===== config.mk =====
export PLATFORM = sky130hd
export DESIGN_NAME = ahb_slave_if
export DESIGN_NICKNAME = d
export VERILOG_FILES = /design/src/rtl/ahb_slave_if.sv
export SDC_FILE = /design/constraint.sdc
export NUM_CORES = 1
export LEC_CHECK = 0
export CAP_MARGIN = 40
export CORE_MARGIN = 2
export CORE_UTILIZATION = 42
export DETAILED_ROUTE_END_ITERATION = 8
export GPL_TIMING_DRIVEN = 0
export PLACE_DENSITY = 0.8
export SETUP_SLACK_MARGIN = 0.05
export SLEW_MARGIN = 20
export SYNTH_ARGS = -nofsm -noshare
export SYNTH_HDL_FRONTEND = slang
export SYNTH_SLANG_ARGS = --single-unit

===== constraint.sdc =====
create_clock -name Hclk -period 2.92 [get_ports Hclk]
set_input_delay 0.584 -clock Hclk [delete_from_list [all_inputs] [get_ports Hclk]]
set_output_delay 0.584 -clock Hclk [all_outputs]
set_load 0.01 [all_outputs]

===== src/rtl/ahb_slave_if.sv =====
// ----------------------------------------------------------------------------
// ahb_slave_if
//
// AHB-side front end of the AHB-to-APB bridge. Qualifies AHB transfers,
// decodes the address into one of NUM_SEL contiguous peripheral regions,
// pipelines address / write data / direction for the APB controller, and
// drives HREADYOUT / HRESP back to the master. Unmapped addresses and SEQ
// transfers that do not follow an accepted beat get the two-cycle AHB ERROR
// response.
//
// Handshake: a transfer is taken from the master on a cycle where
// Hreadyin & Hreadyout & Htrans[1] are all high. Such a transfer is either
// forwarded (valid=1) or rejected (illegal, ERROR response). The pipeline
// registers advance on every cycle where Hreadyin & Hreadyout are high, whether
// or not that cycle carried a valid transfer; the APB controller only acts on
// valid. Hready_apb=0 holds Hreadyout low in the OK state, which stalls the
// master and freezes the pipeline.
//
// Ports:
//   Hclk        in   bus clock, rising edge
//   Hreset      in   synchronous active-high reset
//   Haddr       in   [31:0] AHB address
//   Hwdata      in   [31:0] AHB write data (data phase)
//   Hwrite      in   1 = write, 0 = read
//   Htrans      in   [1:0] IDLE/BUSY/NONSEQ/SEQ
//   Hreadyin    in   bus-level HREADY
//   Hready_apb  in   ready from APB controller, 0 = stall
//   Hreadyout   out  ready to master
//   Hresp       out  [1:0] 00 OKAY, 01 ERROR
//   valid       out  qualified transfer this cycle (combinational)
//   Haddr1/2    out  [31:0] address delayed by 1/2 enabled cycles
//   Hwdata1/2   out  [31:0] write data delayed by 1/2 enabled cycles
//   Hwritereg   out  Hwrite delayed by 1 enabled cycle
//   tempselx    out  [NUM_SEL-1:0] one-hot peripheral select (combinational)
//   beat_cnt    out  [3:0] accepted beats in current burst, saturating at 15
// ----------------------------------------------------------------------------
module ahb_slave_if #(
    parameter logic [31:0] BASE_ADDR   = 32'h8000_0000,
    parameter int          REGION_LOG2 = 26,
    parameter int          NUM_SEL     = 3
) (
    input  logic               Hclk,
    input  logic               Hreset,
    input  logic [31:0]        Haddr,
    input  logic [31:0]        Hwdata,
    input  logic               Hwrite,
    input  logic [1:0]         Htrans,
    input  logic               Hreadyin,
    input  logic               Hready_apb,
    output logic               Hreadyout,
    output logic [1:0]         Hresp,
    output logic               valid,
    output logic [31:0]        Haddr1,
    output logic [31:0]        Haddr2,
    output logic [31:0]        Hwdata1,
    output logic [31:0]        Hwdata2,
    output logic               Hwritereg,
    output logic [NUM_SEL-1:0] tempselx,
    output logic [3:0]         beat_cnt
);

    localparam logic [1:0] TRANS_IDLE   = 2'b00;
    localparam logic [1:0] TRANS_NONSEQ = 2'b10;
    localparam logic [1:0] TRANS_SEQ    = 2'b11;

    localparam logic [1:0] RESP_OKAY  = 2'b00;
    localparam logic [1:0] RESP_ERROR = 2'b01;

    typedef enum logic [1:0] {
        ST_OK   = 2'b00,
        ST_ERR1 = 2'b01,
        ST_ERR2 = 2'b10
    } resp_state_t;

    resp_state_t resp_state;

    logic [31:0] offset;
    logic [31:0] idx;
    logic        mapped;
    logic        active;
    logic        illegal;
    logic        en;

    // Address decode. The explicit Haddr >= BASE_ADDR test matters because
    // the subtraction wraps for addresses below the window.
    always_comb begin
        offset   = Haddr - BASE_ADDR;
        idx      = offset >> REGION_LOG2;
        mapped   = (Haddr >= BASE_ADDR) && (idx < 32'(NUM_SEL));
        tempselx = '0;
        for (int i = 0; i < NUM_SEL; i++) begin
            tempselx[i] = mapped && (idx == 32'(i));
        end
    end

    // Response outputs are a pure decode of the state register, except that
    // the OK state passes the APB controller's stall straight through.
    always_comb begin
        Hreadyout = Hready_apb;
        Hresp     = RESP_OKAY;
        case (resp_state)
            ST_ERR1: begin
                Hreadyout = 1'b0;
                Hresp     = RESP_ERROR;
            end
            ST_ERR2: begin
                Hreadyout = 1'b1;
                Hresp     = RESP_ERROR;
            end
            default: begin
                Hreadyout = Hready_apb;
                Hresp     = RESP_OKAY;
            end
        endcase
    end

    // A SEQ with no beat counted yet has no burst to continue, so it is
    // treated as a protocol error alongside unmapped addresses.
    always_comb begin
        en      = Hreadyin & Hreadyout;
        active  = en & Htrans[1];
        illegal = active & (~mapped | ((Htrans == TRANS_SEQ) & (beat_cnt == 4'd0)));
        valid   = active & ~illegal;
    end

    // Address / data / direction pipeline.
    always_ff @(posedge Hclk) begin
        if (Hreset) begin
            Haddr1    <= '0;
            Haddr2    <= '0;
            Hwdata1   <= '0;
            Hwdata2   <= '0;
            Hwritereg <= 1'b0;
        end else if (en) begin
            Haddr1    <= Haddr;
            Haddr2    <= Haddr1;
            Hwdata1   <= Hwdata;
            Hwdata2   <= Hwdata1;
            Hwritereg <= Hwrite;
        end
    end

    // Burst beat counter. BUSY and IDLE never reach the valid branch, so
    // BUSY holds and only an enabled IDLE clears.
    always_ff @(posedge Hclk) begin
        if (Hreset) begin
            beat_cnt <= 4'd0;
        end else if (illegal) begin
            beat_cnt <= 4'd0;
        end else if (valid) begin
            if (Htrans == TRANS_NONSEQ) begin
                beat_cnt <= 4'd1;
            end else if (beat_cnt != 4'hF) begin
                beat_cnt <= beat_cnt + 4'd1;
            end
        end else if (en && (Htrans == TRANS_IDLE)) begin
            beat_cnt <= 4'd0;
        end
    end

    // Two-cycle ERROR response. ERR2 drives Hreadyout high, so the master may
    // present a new transfer there; if that one is illegal too, the
    // response restarts.
    always_ff @(posedge Hclk) begin
        if (Hreset) begin
            resp_state <= ST_OK;
        end else begin
            case (resp_state)
                ST_OK:   resp_state <= illegal ? ST_ERR1 : ST_OK;
                ST_ERR1: resp_state <= ST_ERR2;
                ST_ERR2: resp_state <= illegal ? ST_ERR1 : ST_OK;
                default: resp_state <= ST_OK;
            endcase
        end
    end

endmodule


==> metrics.yaml, run 1 <==
run_status:
  outcome: "complete, no violations"
clock_tree:
  clock_tree.root_cell: "clkbuf_16"
  clk-insertion-delay-late_ns: 0.41
  tritoncts_clock_tree: "yes"
  clkSinkCount: 135
  clk_transition_reported_paths_ns: 0.05
  ctsLongestPathBuffers: 2
  cts_made_buffers: 17
  cts_post_setup_buffers_inserted: 0
  htree_num_levels: 4
setup_path:
  worst-endpoint-arrival_ns: 2.20
  crit_fanout: 19
  startpoint_of_the_most_critical_register_to_register_path: "resp_state[1]"
  worst_r2r_endpoint: "Haddr2[30]"
  worst_ep_required_time_ns: 2.34
  setup.worst_path.end_class: "primary output"
  type_of_origin_of_the_critical_path: "flop"
  timing_worst_setup_path_type: "reg -> out"
  reg2reg_slack_ns: 0.76
  ff2ff_path_depth: 8
floorplan:
  count_of_boundary_i_o_pins: 211
  dieWidth_um: 112.3
  rows: 39
  coreArea_mm2: 0.01142
  initial_core_util: 0.4317
  die_y_um: 112.3
  die_area_mm2: 0.01262
power:
  power.net_switching_mw: 1.072
  sw_frac_of_total: 0.2422
  comb_power_share: 0.107
  ir_worst_vdd_v: 0.0003644
  power_frac_clock: 0.453
  seq_power_share: 0.440
  power_mw: 4.424
  power.leakage_nw: 2.713
  cellInternalPower_mw: 3.352
  power.density_cell_area_mw_per_mm2: 568.9
sta:
  skew_ns: 0.01227
  finalHoldViolations: 0
  final_period_minus_worst_setup_slack_ns: 2.786
  rsz0062_at_grt: "no"
  part_of_the_cycle_the_worst_path_needs: 0.9542
  timing.final.ws_setup_ns: 0.1338
  report.final.slew_viol_count: 0
  fmax_mhz: 358.9
  maxSlewHeadroom: 0.6167
  timing_worst_slew_pin_value_ns: 0.5750
  final_setup_violating_endpoints: 0
synthesis:
  dominant_combinational_cell_family_by_area_after_synthesis: "simple AND/OR/NAND/NOR gates"
  yosys.cell_count.top_type: "nand2_1"
  synth_largest_area_cell: "dfxtp_1"
  yosysUniqueCellTypes: 33
  xor_and_xnor_area_share_after_synthesis: 0
  postSynthCellCount: 625
  yosys.area.top_type_share: 0.5482
  synth-edff-count: 0
  synth_nets: 702
  syn_area_per_cell_um2: 7.888
  async_flop_share: 0
  area_share_of_fa_ha_maj_cells_after_synthesis: 0.01523
  muxShareOfSynthArea: 0.002284
  mappedNetlistArea_mm2: 0.004930
  synth_seq_cells: 135
  netlist_top_cells_area: "dfxtp_1 55%, nand2_1 20%, a21oi_1 13%, buf_2 2.1%, clkbuf_1 1.8%"
  post_synth_most_frequent_cells: "264 x nand2_1, 135 x dfxtp_1, 131 x a21oi_1"
  synthFlopType: "dfxtp_1"
  yosys_warnings: 0
  ys_seq_area_frac: 0.5482
  synth-compound-area-share: 0.1543
  synthSimpleGateAreaFrac: 0.2335
finish:
  syn2layout_area_growth_pct: 57.74
  drive_gt1_frac: 0.07193
  nNetsFinal: 927
  fillerInstances: 919
  postLayoutCellArea_mm2: 0.007776
  diodes: 0
  regArea_mm2: 0.002705
  combined_area_of_the_multi_input_logic_cells_mm2: 0.002024
routing:
  routed-via-count: 5130
  avgViaCountPerCell: 5.104
  ant_nets: 0
  number_of_drc_markers_after_the_initial_detailed_route_iteration: 299
  detail_route.drc_violations: 0
  detail_route.first_pass.iterations: 5
  wl_per_cell_um: 15.47
  finalWirelength_mm: 15.55
min_path:
  hold_crit_class: "reg -> reg"
  worstHoldEndpoint: "Haddr2[0]"
  min_delay_path_depth: 2
  worstHoldStart: "Haddr2[0]"
global_route:
  vias_in_the_first_global_route: 5130
  antenna_found_initial: 0
  track_usage: 0.2439
  grt_overflow_total: 0
  grt_start_max_net_pins: 20
  grt_first_pass_wirelength_mm: 25.06
placement:
  io_buffer_count: 208
  dpl_cell_area_mm2: 0.007191
  hpwl_mm: 11.48
  post-place-ws_ns: -0.6000
  globalplace.congestion: 0.8678
flow_run:
  maxCapViolCount: 0
-- how the worst max path moves through the flow --
stage                   from  endpoint  depth (start not counted)  slack [ns]
6_report       resp_state[1]     valid                          8        0.13
5_1_grt        resp_state[0]     valid                          8        0.05
4_1_cts        resp_state[1]     valid                          8       0.004
3_5_place_dp      Hready_apb     valid                          9       -0.60
3_3_place_gp      Hready_apb     valid                          9       -0.59
2_1_floorplan  resp_state[0]     valid                          9        0.41
-- registers in the layout, summed over array words and instances (netlist names) --
name	count
beat_cnt	4
Hwritereg	1
Hwdata1	32
Haddr2	32
resp_state	2
Haddr1	32
Hwdata2	32
-- cell type report --
type | count | area share
clock inverter | 11 | 0.01319
timing repair buffer | 208 | 0.2671
sequential | 135 | 0.3479
buffer | 44 | 0.02687
inverter | 6 | 0.002896
clock buffer | 20 | 0.05873
multi-input combinational | 438 | 0.2603
tap | 143 | 0.02301
-- placed cells by master, fill, tap and decap left out, types with 2 or more instances in the layout --
master,n
o21ai_0,4
buf_2,19
a21oi_1,131
clkdlybuf4s50_1,204
inv_1,5
clkinv_4,2
nand4_1,2
clkinv_2,2
clkbuf_16,17
and2_1,2
nand2_1,264
nand3_1,2
dlygate4sd2_1,4
dfxtp_1,133
or4_1,3
dfxtp_2,2
nor3b_1,2
a31oi_1,2
clkinvlp_4,6
clkbuf_1,24
nor2_1,2
clkbuf_8,2
a22oi_1,2
ha_1,5
-- worst max-delay path, stage by stage, from the launching register on --
cell           delay [ns]
dfxtp_2              0.34
inv_1                0.08
ha_4                 0.28
mux2_4               0.33
and2_4               0.20
buf_12               0.15
nand2_1              0.07
nor2_1               0.04
dlygate4sd2_1        0.29
-- power groups by stage --
stage,sequential (mW),combinational (mW),clock [mW]
2_1_floorplan,2.00,0.164,0
3_3_place_gp,1.98,0.460,0
3_5_place_dp,1.98,0.468,0
4_1_cts,1.95,0.474,2.03
5_1_grt,1.95,0.514,2.11
6_report,1.95,0.474,2.00
-- cell families (layout without fill, tap and decap cells) --
| logic type | after synthesis | in the layout |
|---|---|---|
| adder cells (fa/ha/maj) | 6 | 6 |
| other | 1 | 1 |
| AO/OA/AOI/OAI | 144 | 144 |
| AND/OR/NAND/NOR | 286 | 286 |
| flip-flops | 135 | 135 |
| multiplexers | 1 | 1 |
| buffers and inverters | 52 | 289 |
-- layer usage --
metal,track usage,vias to the layer above,wire length [um]
li1,-,2493,-
met1,0.2826,2354,6385
met2,0.4193,252,7348
met3,0.08639,31,1542
met4,0.08455,0,272
met5,0,-,0
-- per-stage QoR --
stage | util | std cells | hold WS (ns) | setup TNS (ns)
6_report | 0.6810 | 1005 | 0.4544 | 0
5_1_grt | 0.6810 | 1005 | 0.4731 | 0
4_1_cts | 0.6794 | 1005 | 0.4548 | 0
3_5_place_dp | 0.6297 | 976 | 0.4472 | -1.356
3_3_place_gp | 0.6297 | 976 | 0.4430 | -1.244
2_1_floorplan | - | 625 | 0.4805 | 0
-- timing repair --
action,CTS,global route
resized for setup,11,4
cloned,0,0
hold buffers,0,0
endpoints found under the setup margin,4,1
pin swaps,0,0
(Power assumes the default switching activity.)
==> run 2, diff against run 1 <==
--- a/config.mk
+++ b/config.mk
@@ -6,11 +6,13 @@
 export NUM_CORES = 1
 export LEC_CHECK = 0
 export CAP_MARGIN = 40
+export CELL_PAD_IN_SITES_DETAIL_PLACEMENT = 0
+export CELL_PAD_IN_SITES_GLOBAL_PLACEMENT = 2
 export CORE_MARGIN = 2
-export CORE_UTILIZATION = 42
+export CORE_UTILIZATION = 23
 export DETAILED_ROUTE_END_ITERATION = 8
 export GPL_TIMING_DRIVEN = 0
-export PLACE_DENSITY = 0.8
+export PLACE_DENSITY_LB_ADDON = 0.1
 export SETUP_SLACK_MARGIN = 0.05
 export SLEW_MARGIN = 20
 export SYNTH_ARGS = -nofsm -noshare
==> metrics.yaml, run 2 (synthesis results as in run 1) <==
clock_tree:
  htree_num_levels: 4
  clkSinkCount: 135
  cts.hold.buffers_added: 0
  cts_made_buffers: 17
  ctsLongestPathBuffers: 2
  clock_tree.root_cell: "clkbuf_16"
  clk-insertion-delay-late_ns: 0.41
  clk_transition_reported_paths_ns: 0.06
  tritoncts_clock_tree: "yes"
floorplan:
  dieWidth_um: 150.4
  initial_core_util: 0.2345
  count_of_boundary_i_o_pins: 211
  rows: 53
  die_area_mm2: 0.02262
  coreArea_mm2: 0.02102
  die_y_um: 150.4
setup_path:
  reg2reg_slack_ns: 0.78
  setup.worst_path.end_class: "primary output"
  startpoint_of_the_most_critical_register_to_register_path: "resp_state[0]"
  timing_worst_setup_path_type: "reg -> out"
  worst-endpoint-arrival_ns: 2.14
  worst_ep_required_time_ns: 2.34
  type_of_origin_of_the_critical_path: "flop"
  crit_fanout: 19
  worst_r2r_endpoint: "Hwdata1[14]"
  ff2ff_path_depth: 8
min_path:
  worstHoldEndpoint: "Hwdata2[19]"
  worstHoldStart: "Hwdata2[19]"
  min_delay_path_depth: 2
  hold_crit_class: "reg -> reg"
power:
  power_mw: 4.805
  ir_worst_vdd_v: 0.0003827
  power.density_cell_area_mw_per_mm2: 596.0
  power.leakage_nw: 2.766
global_route:
  grt_overflow_total: 0
  grt_first_pass_wirelength_mm: 25.96
  grt_start_max_net_pins: 20
  vias_in_the_first_global_route: 4726
  antenna_found_initial: 0
  track_usage: 0.1494
sta:
  skew_ns: 0.008368
  finalHoldViolations: 0
  fmax_mhz: 366.7
  maxSlewHeadroom: 0.5701
  rsz0062_at_grt: "no"
  final_setup_violating_endpoints: 0
  timing.final.ws_setup_ns: 0.1931
  report.final.slew_viol_count: 0
  part_of_the_cycle_the_worst_path_needs: 0.9339
  timing_worst_slew_pin_value_ns: 0.6449
  final_period_minus_worst_setup_slack_ns: 2.727
run_status:
  outcome: "complete, no violations"
placement:
  hpwl_mm: 12.58
  io_buffer_count: 208
  post-place-ws_ns: -0.7441
  globalplace.congestion: 0.7564
finish:
  layout.cells.most_common_list: "264 x nand2_1, 204 x clkdlybuf4s50_1, 133 x dfxtp_1"
  drive_gt1_frac: 0.07755
  nNetsFinal: 928
  diodes: 0
  most_common_library_cell_in_the_layout_ignoring_fill_and_taps: "nand2_1"
  syn2layout_area_growth_pct: 63.55
routing:
  avgViaCountPerCell: 4.299
  routed-via-count: 4897
  finalWirelength_mm: 17.03
  detail_route.drc_violations: 0
  wl_per_cell_um: 14.95
  ant_nets: 0
  detail_route.first_pass.iterations: 4
  number_of_drc_markers_after_the_initial_detailed_route_iteration: 151
flow_run:
  maxCapViolCount: 0
run 2: area by class of cell:
class                           count  area, um^2
Tap cell                          275       344.1
Buffer                             44       209.0
Sequential cell                   135        2705
Multi-Input combinational cell    438        2034
Clock inverter                     11       196.4
Fill cell                        2154       12960
Inverter                            6       22.52
Clock buffer                       21       460.4
Timing Repair Buffer              209        2091
run 2: metal layers:
layer | global-route usage | wire [um] | share of wire
met1 | 0.1763 | 7344 | 0.43
met2 | 0.2491 | 8075 | 0.47
met3 | 0.06636 | 1483 | 0.087
met4 | 0.03538 | 123 | 0.0072
met5 | 0 | 0 | 0
run 2: worst max path at each step:
stage	depth (start not counted)	from	slack, ns	to
final	8	resp_state[0]	0.19	valid
after global routing	8	resp_state[0]	0.1	valid
after CTS	8	resp_state[0]	0.06	valid
after detailed placement	9	Hready_apb	-0.74	valid
after global placement	9	Hready_apb	-0.75	valid
after floorplan	9	resp_state[0]	0.41	valid
run 2: repair_timing:
item | 4_1_cts | 5_1_grt
resized for setup | 20 | 2
setup buffers | 0 | 1
gates cloned | 0 | 0
hold endpoints to repair | 0 | 0
setup endpoints to repair | 4 | 1
pin swaps | 0 | 0
run 2: through the flow:
stage	hold slack, ns	setup TNS, ns	cells	instance area (um^2)	utilization
3_5_place_dp	0.4461	-1.489	1108	7356	0.3499
2_1_floorplan	0.4805	0	625	4930	-
6_report	0.4527	0	1139	8063	0.3835
4_1_cts	0.4551	0	1138	8041	0.3825
5_1_grt	0.4700	0	1139	8063	0.3835
3_3_place_gp	0.4410	-1.382	1108	7356	0.3499
run 2: critical path, stage by stage, from the launching register on:
cell	delay, ns
dfxtp_2	0.34
inv_1	0.08
ha_4	0.27
mux2_4	0.33
and2_4	0.20
buf_12	0.15
nand2_1	0.07
nor2_1	0.04
clkdlybuf4s15_1	0.24
run 2: where the power goes:
group | total (mW) | internal [mW] | switching [mW]
Clock | 2.38 | 1.56 | 0.817
Sequential | 1.94 | 1.90 | 0.0418
Combinational | 0.481 | 0.243 | 0.238
==> run 3, diff against run 2 <==
--- a/config.mk
+++ b/config.mk
@@ -13,7 +13,7 @@
 export DETAILED_ROUTE_END_ITERATION = 8
 export GPL_TIMING_DRIVEN = 0
 export PLACE_DENSITY_LB_ADDON = 0.1
-export SETUP_SLACK_MARGIN = 0.05
+export SETUP_SLACK_MARGIN = 0.02
 export SLEW_MARGIN = 20
 export SYNTH_ARGS = -nofsm -noshare
 export SYNTH_HDL_FRONTEND = slang
==> metrics.yaml, run 3 (synthesis results as in run 1) <==
finish:
  regArea_mm2: 0.002705
  most_common_library_cell_in_the_layout_ignoring_fill_and_taps: "nand2_1"
  drive_gt1_frac: 0.07532
  nNetsFinal: 927
  postLayoutCellArea_mm2: 0.008043
  combined_area_of_the_multi_input_logic_cells_mm2: 0.002029
  final_core_util: 0.3826
  fillerInstances: 2157
  syn2layout_area_growth_pct: 63.15
  layout.cells.most_common_list: "264 x nand2_1, 204 x clkdlybuf4s50_1, 133 x dfxtp_1"
  diodes: 0
setup_path:
  type_of_origin_of_the_critical_path: "flop"
  path_cells: "inv_1 -> ha_4 -> mux2_4 -> and2_4 -> buf_12 -> nand2_1 -> nor2_1 -> dlygate4sd2_1"
  worst-endpoint-arrival_ns: 2.20
  critical_path.slowest_cell: "dfxtp_2"
  crit_fanout: 19
  cpLargestDelayFamily: "buffers and inverters"
  setup.worst_path.end_class: "primary output"
  timing_worst_setup_path_type: "reg -> out"
  critical_path_buf_inv_count: 3
  cpPeakStageDelay_ns: 0.34
  worst_ep_required_time_ns: 2.34
clock_tree:
  cts_post_setup_buffers_inserted: 0
  clk-insertion-delay-late_ns: 0.41
  clkSinkCount: 135
  tritoncts_clock_tree: "yes"
  clk_transition_reported_paths_ns: 0.06
  clock_tree.root_cell: "clkbuf_16"
  ctsLongestPathBuffers: 2
  cts.hold.buffers_added: 0
  cts_made_buffers: 17
  htree_num_levels: 4
  cts_resized: 14
global_route:
  grt_first_pass_wirelength_mm: 25.98
  vias_in_the_first_global_route: 4729
  grt_overflow_total: 0
  antenna_found_initial: 0
  track_usage: 0.1495
  grt_start_max_net_pins: 20
placement:
  post-place-ws_ns: -0.7441
  hpwl_mm: 12.58
  dpl_cell_area_mm2: 0.007356
  io_buffer_count: 208
  globalplace.congestion: 0.7564
sta:
  maxSlewHeadroom: 0.5627
  report.final.slew_viol_count: 0
  final_setup_violating_endpoints: 0
  fmax_mhz: 359.2
  part_of_the_cycle_the_worst_path_needs: 0.9534
  finalHoldViolations: 0
  timing_worst_slew_pin_value_ns: 0.6560
  timing.final.ws_setup_ns: 0.1361
  skew_ns: 0.008368
  final_period_minus_worst_setup_slack_ns: 2.784
  rsz0062_at_grt: "no"
routing:
  avgViaCountPerCell: 4.313
  detail_route.drc_violations: 0
  ant_nets: 0
  detail_route.first_pass.iterations: 4
  routed-via-count: 4908
  number_of_drc_markers_after_the_initial_detailed_route_iteration: 159
  wl_per_cell_um: 14.96
  finalWirelength_mm: 17.03
floorplan:
  count_of_boundary_i_o_pins: 211
  die_y_um: 150.4
  dieWidth_um: 150.4
  initial_core_util: 0.2345
  coreArea_mm2: 0.02102
  die_area_mm2: 0.02262
  rows: 53
power:
  power.density_cell_area_mw_per_mm2: 597.4
  power_mw: 4.805
  power.leakage_nw: 2.764
  ir_worst_vdd_v: 0.0003823
run_status:
  outcome: "complete, no violations"
min_path:
  hold_crit_class: "reg -> reg"
flow_run:
  maxCapViolCount: 0
[run 3: changes by cell type in the layout (fill, tap and decap cells not counted), sizes merged]
| cell | delta |
|---|---|
| clkdlybuf4s15 | -2 |
| buf | -1 |
| clkbuf | +1 |
| dlygate4sd2 | +1 |
[run 3: worst register-to-register path: cells and delay by family (launching register included)]
kind,cells,cell delay [ns]
adder cells (fa/ha/maj),1,0.28
AO/OA/AOI/OAI,1,0.14
buffers and inverters,3,0.68
flip-flops,1,0.34
AND/OR/NAND/NOR,2,0.30
multiplexers,1,0.33
[run 3: worst paths after layout]
check        slack (ns)  cells after the start           to     startpoint
max                0.14                      8        valid  resp_state[1]
min                0.45                      2  Hwdata2[19]    Hwdata2[19]
max reg2reg        0.77                      8  Hwdata1[14]  resp_state[1]
min reg2reg        0.45                      2  Hwdata2[19]    Hwdata2[19]
[run 3: final cells by class]
class,count,area share
flip-flops and latches,135,0.3363
repair buffers,208,0.2581
multi-input cells,438,0.2523
clock buffers,21,0.05725
well taps,275,0.04278
plain buffers,44,0.02598
clock inverters,11,0.02442
inverters,6,0.002800
[run 3: through the flow]
stage | TNS (ns) | hold WS [ns] | std cells
2_1_floorplan | 0 | 0.4805 | 625
3_3_place_gp | -1.382 | 0.4410 | 1108
3_5_place_dp | -1.489 | 0.4461 | 1108
4_1_cts | 0 | 0.4551 | 1138
5_1_grt | 0 | 0.4700 | 1138
6_report | 0 | 0.4527 | 1138
[run 3: power by group]
part           total (mW)  internal, mW  switching [mW]
Clock                2.38          1.56           0.818
Combinational       0.479         0.242           0.238
Sequential           1.94          1.90          0.0419
[run 3: layer usage]
metal	routed length [um]	GRT usage
met3	1500	0.06636
met4	123	0.03538
met2	8051	0.2489
met1	7353	0.1766
met5	0	0
